**src/rtl/pipe_hazard_ctrl_pkg.sv**
```systemverilog
// Shared constants and encodings for the pipeline hazard controller.
package pipe_hazard_ctrl_pkg;

   localparam logic [1:0] TUSE_NONE = 2'd3;
   localparam logic [4:0] EPC_REG   = 5'd14;

   localparam int unsigned DEF_MULT_CYC = 5;
   localparam int unsigned DEF_DIV_CYC  = 10;

   // Bit positions of the per-cause stall vector, exposed for debug taps.
   typedef enum logic [1:0] {
      RAW_RS = 2'd0,
      RAW_RT = 2'd1,
      MD     = 2'd2,
      ERET   = 2'd3
   } stall_cause_e;

   localparam int unsigned NUM_CAUSE = 4;

   typedef enum logic {
      MdIdle = 1'b0,
      MdBusy = 1'b1
   } md_state_e;

endpackage

```
**src/rtl/pipe_hazard_ctrl_md_busy_counter.sv**
```systemverilog
// Multiply/divide occupancy counter: loads on a start pulse, counts down to idle.
module pipe_hazard_ctrl_md_busy_counter
   import pipe_hazard_ctrl_pkg::*;
#(
   parameter int unsigned MULT_CYC = DEF_MULT_CYC,
   parameter int unsigned DIV_CYC  = DEF_DIV_CYC,
   parameter int unsigned CNT_W    = 4
) (
   input  logic clk,
   input  logic reset,
   input  logic start,
   input  logic is_div,
   output logic busy,
   output logic done
);

   logic [CNT_W-1:0] cnt_q, cnt_d;
   md_state_e        state;

   assign state = (cnt_q != '0) ? MdBusy : MdIdle;

   // A start while busy reloads; the hazard logic normally prevents it.
   always_comb begin
      cnt_d = cnt_q;
      if (start) begin
         cnt_d = is_div ? CNT_W'(DIV_CYC) : CNT_W'(MULT_CYC);
      end else if (state == MdBusy) begin
         cnt_d = cnt_q - CNT_W'(1);
      end
   end

   always_ff @(posedge clk) begin
      if (!reset) begin
         cnt_q <= '0;
      end else begin
         cnt_q <= cnt_d;
      end
   end

   assign busy = (state == MdBusy);
   assign done = (cnt_q == CNT_W'(1));

endmodule

```
**src/rtl/pipe_hazard_ctrl.sv**
```systemverilog
// Stall/flush scheduler for the 5-stage pipeline (RAW, MDU occupancy, ERET/EPC).
// Optional PIPE_STALL_CNT_EN adds saturating stall cycle counters.
module pipe_hazard_ctrl
   import pipe_hazard_ctrl_pkg::*;
#(
   parameter int unsigned MULT_CYC = DEF_MULT_CYC,
   parameter int unsigned DIV_CYC  = DEF_DIV_CYC,
   parameter int unsigned CNT_W    = 4
) (
   input  logic       clk,
   input  logic       reset,
   input  logic [4:0] D_rs,
   input  logic [4:0] D_rt,
   input  logic [1:0] D_TuseRs,
   input  logic [1:0] D_TuseRt,
   input  logic       D_isMD,
   input  logic       D_eret,
   input  logic [4:0] E_dst,
   input  logic [4:0] M_dst,
   input  logic       E_RegWrite,
   input  logic       M_RegWrite,
   input  logic [1:0] E_timeNew,
   input  logic [1:0] M_timeNew,
   input  logic       E_mdStart,
   input  logic       E_mdIsDiv,
   input  logic       E_mtcEPC,
   input  logic       M_mtcEPC,
   input  logic       Req,
   output logic       FD_en,
   output logic       DE_clr,
   output logic       flush,
   output logic       md_busy,
   output logic       md_done
`ifdef PIPE_STALL_CNT_EN
   ,
   output logic [31:0] stall_cnt,
   output logic [31:0] md_stall_cnt
`endif
);

   if ((2 ** CNT_W) <= MULT_CYC || (2 ** CNT_W) <= DIV_CYC) begin : g_cnt_w_check
      $error("CNT_W too narrow for MULT_CYC/DIV_CYC");
   end

   logic                 busy_raw, done_raw;
   logic [NUM_CAUSE-1:0] stall_cause;
   logic                 stall;

   pipe_hazard_ctrl_md_busy_counter #(
      .MULT_CYC (MULT_CYC),
      .DIV_CYC  (DIV_CYC),
      .CNT_W    (CNT_W)
   ) u_md_cnt (
      .clk    (clk),
      .reset  (reset),
      .start  (E_mdStart & ~Req),
      .is_div (E_mdIsDiv),
      .busy   (busy_raw),
      .done   (done_raw)
   );

   // TUSE_NONE (3) can never be below a 2-bit Tnew, so unused sources never stall.
   always_comb begin
      stall_cause = '0;
      stall_cause[RAW_RS] = (D_rs != 5'd0) &&
         ((E_RegWrite && E_dst == D_rs && D_TuseRs < E_timeNew) ||
          (M_RegWrite && M_dst == D_rs && D_TuseRs < M_timeNew));
      stall_cause[RAW_RT] = (D_rt != 5'd0) &&
         ((E_RegWrite && E_dst == D_rt && D_TuseRt < E_timeNew) ||
          (M_RegWrite && M_dst == D_rt && D_TuseRt < M_timeNew));
      stall_cause[MD]     = D_isMD && (busy_raw || E_mdStart);
      stall_cause[ERET]   = D_eret && (E_mtcEPC || M_mtcEPC);
   end

   assign stall = |stall_cause;

   // Flush overrides stall; everything is held quiet while reset is low.
   always_comb begin
      FD_en   = 1'b1;
      DE_clr  = 1'b0;
      flush   = 1'b0;
      md_busy = 1'b0;
      md_done = 1'b0;
      if (reset) begin
         md_busy = busy_raw;
         md_done = done_raw;
         if (Req) begin
            flush = 1'b1;
         end else begin
            FD_en  = ~stall;
            DE_clr = stall;
         end
      end
   end

`ifdef PIPE_STALL_CNT_EN
   logic [31:0] stall_cnt_q, md_stall_cnt_q;

   always_ff @(posedge clk) begin
      if (!reset) begin
         stall_cnt_q    <= '0;
         md_stall_cnt_q <= '0;
      end else begin
         if (stall && stall_cnt_q != 32'hFFFF_FFFF) begin
            stall_cnt_q <= stall_cnt_q + 32'd1;
         end
         if (stall_cause[MD] && md_stall_cnt_q != 32'hFFFF_FFFF) begin
            md_stall_cnt_q <= md_stall_cnt_q + 32'd1;
         end
      end
   end

   assign stall_cnt    = stall_cnt_q;
   assign md_stall_cnt = md_stall_cnt_q;
`endif

endmodule
```
**config.mk**
```make
export PLATFORM = sky130hd
export DESIGN_NAME = pipe_hazard_ctrl
export DESIGN_NICKNAME = d
export VERILOG_FILES = /design/src/rtl/pipe_hazard_ctrl_pkg.sv /design/src/rtl/pipe_hazard_ctrl_md_busy_counter.sv /design/src/rtl/pipe_hazard_ctrl.sv
export SDC_FILE = /design/constraint.sdc
export NUM_CORES = 1
export LEC_CHECK = 0
export ABC_AREA = 1
export CORE_MARGIN = 8
export CORE_UTILIZATION = 40
export CTS_CLUSTER_DIAMETER = 30
export DETAILED_ROUTE_END_ITERATION = 16
export GPL_TIMING_DRIVEN = 1
export PLACE_DENSITY_LB_ADDON = 0.08
export RECOVER_POWER = 50
export SYNTH_ARGS = -nofsm -noshare
export SYNTH_HDL_FRONTEND = slang
export SYNTH_HIERARCHICAL = 1
export SYNTH_SLANG_ARGS = --single-unit
```
**constraint.sdc**
```tcl
create_clock -name clk -period 1.67 [get_ports clk]
set_clock_uncertainty 0.15 [all_clocks]
set_input_delay 0.167 -clock clk [delete_from_list [all_inputs] [get_ports clk]]
set_output_delay 0.167 -clock clk [all_outputs]
set_load 0.005 [all_outputs]
```
==> results.md <==
* Run status: finished, violations left
* Failing checks: setup timing
* Worst path slowest cell: dfxtp_2
* Drt via density at 4.65
* Slew margin rel. at 83.7%
* Max reg flops at 4
* Number of synthesized register bits at 4
* Syn Nets at 226
* Sequential area share after synthesis at 9.04%
* P per Cell Area at 726 mW/mm2
* Syn Area/Cell at 4.92 um2
* Critical path peak fanout at 3
* Worst path cell trace: inv_2 -> ha_4 -> nand2_4 -> o21ai_2 -> and2_4 -> nand3_2 -> nand2_2 -> inv_2 -> buf_6
* Cts hold-fix bufs at 0
* Setup Viol. Count Final at 2
* Number of diodes at 0
* TNS Setup at -0.0512 ns
* CP startpoint kind: flip-flop
* Root Driver: clkbuf_4
* RSZ-0062 raised after global routing: true
* Hold Crit Class: input pin to flip-flop
* Synth warnings at 6
* CP endpoint kind: primary output
* Commonest cells after routing, fill and taps aside: nand2_1, dlygate4sd2_1, inv_1
* Sw power at 477 uW
* Clk pin slew, worst setup/hold paths at 0.04 ns
* Max incr delay on CP at 0.32 ns
* Largest Register: u_md_cnt/cnt_q
* Via count at 1,279
* P&R area growth vs syn at 77.5%
* Die area at 0.00398 mm2
* CTS buffer count at 3
* Final Slew Violations at 0
* H-tree depth at 1
* Global route overflow at 0
* Vias in the first global route at 1,249
* Top post-synthesis cells by area: nand2_1, inv_1, ha_1
* Post-route setup slack at -0.0409 ns
* DRC at 0
* Area share of the largest cell type after synthesis at 30.5%
* Max_cap viols at 0
* DR pass1 iterations at 4
* Tmin final at 1.71 ns
* Hold WS at 0.299 ns
* Crit-path most repeated cell: inv_2
* Port Buffers at 43
* Worst-Margin Slew at 0.245 ns
* Fmax at 0.584 GHz
* CP top delay family: simple AND/OR/NAND/NOR gates
* Final net count at 295
* Die Width at 63.1 um
* Gate power share at 74.9%
* Clock buffer depth at 2
* Dpl cells at 269
* Seq pwr share at 14.8%
* # IOs at 44
* Iter 0 DRT Violations at 66
* Clock sinks at 4
* GRT Util Overall at 14.4%
* Clk Latency, worst-skew pair at 0.24 ns
* P_leak at 0.000955 uW
* Internal cell power at 664 uW
* Worst Path Buf+Inv at 3
* Largest regs: u_md_cnt/cnt_q x4
* TritonCTS clock tree: built
* Starting Density at 41.2%
* Commonest non-fill, non-tap cell in the layout: nand2_1
* Final Hold Fails at 0
* Die H at 63.1 um
* Post-DRT Antenna Nets at 0
* Core outline area at 0.00215 mm2
* Final Cycle Share at 102%
* Row count at 17
* Final Power at 1140 uW
* Layout Cells excl Fill at 275
* Mapped Cells at 180
* Pin count of the biggest net entering global routing at 8
* Power share of the clock group at 10.3%
* Synth area leader: nand2_1
* Initial antenna violation count at 0
* Netlist cell types at 19
* First-pass GRT wire length at 4940 um
* Maximum vdd drop at 0.651 mV
* Placer Congestion at 0.861
* Layout cells sized above 1 at 27.1%
* Mapped Area at 886 um2
* DR WL/cell at 11.1 um
* DP HPWL at 2480 um
* Critical path class: flip-flop to primary output
* Worst EP arrival at 1.39 ns
* Switching share of total power at 41.8%
* CP Data Required Time at 1.35 ns
* Total Wirelength at 3060 um
-- worst min-delay path, cell delays in order --
cell and delay (ns):
dlygate4sd2_1 0.26, buf_6 0.13, nand2_1 0.06, nor2_1 0.03
-- cells by family (layout without fill, tap and decap cells) --
| kind of cell | after synthesis | in the layout | synth area share, % |
|---|---|---|---|
| flops | 4 | 4 | 9.04 |
| buf+inv | 42 | 109 | 17.8 |
| xor+xnor | 1 | 1 | 0.989 |
| simple gates | 115 | 115 | 55.2 |
| compound gates | 11 | 11 | 7.06 |
| fa+ha+maj | 7 | 7 | 9.89 |
-- per-stage QoR --
step | area, um2 | worst slack, ns | util (%)
final | 1570 | -0.0409 | 73.2
after global routing | 1570 | -0.102 | 73.2
after global placement | 1490 | -0.670 | 69.2
after CTS | 1540 | -0.0382 | 71.8
after detailed placement | 1490 | -0.708 | 69.2
after floorplan | 886 | 0.256 | -
-- layer usage --
layer,wire length [um],global-route usage [%],up-vias
li1,-,-,676
met1,1290,14.7,556
met2,1560,27.4,40
met3,142,2.47,7
met4,65,6.84,0
met5,0,0,-
-- cells in the mapped netlist --
cell	number
xor2_1	1
nand2_1	72
nor2_1	22
nand2_2	1
nor3_1	2
a21boi_0	3
ha_1	7
o21ai_0	6
dfxtp_1	4
inv_2	8
nand3_1	12
nor2_8	1
and2_1	1
nand3_2	2
nor3b_1	1
inv_1	33
clkinv_1	1
nor2_2	1
a21oi_1	2
-- power by group through the flow --
stage               clock network (uW)  registers, uW  logic (uW)
floorplan                            0            170         351
global placement                     0            161         711
detailed placement                   0            160         740
CTS                                122            167         800
global route                       128            171         947
finish                             118            169         854
-- area by class of cell --
class	instances	area, um2
timing repair buffer	64	542
sequential	4	82.6
inverter	42	158
fill	193	576
tap	28	35.0
multi-input combinational	134	733
clock buffer	3	22.5
-- worst paths after layout --
path                            depth (start not counted)         startpoint  slack [ns]                 to
worst max-delay path                                    9  u_md_cnt/cnt_q[0]       -0.04             DE_clr
worst min-delay path                                    4              reset        0.30  u_md_cnt/cnt_q[1]
worst max register to register                          9  u_md_cnt/cnt_q[0]        0.10  u_md_cnt/cnt_q[2]
worst min register to register                          3  u_md_cnt/cnt_q[1]        0.44  u_md_cnt/cnt_q[1]
-- what timing repair did --
action / 4_1_cts / 5_1_grt
pin swaps: 22 / 12
buffers inserted: 2 / 1
endpoints found under the setup margin: 5 / 3
resized for setup: 74 / 12
Note: power is estimated with default switching activity, not from simulation.
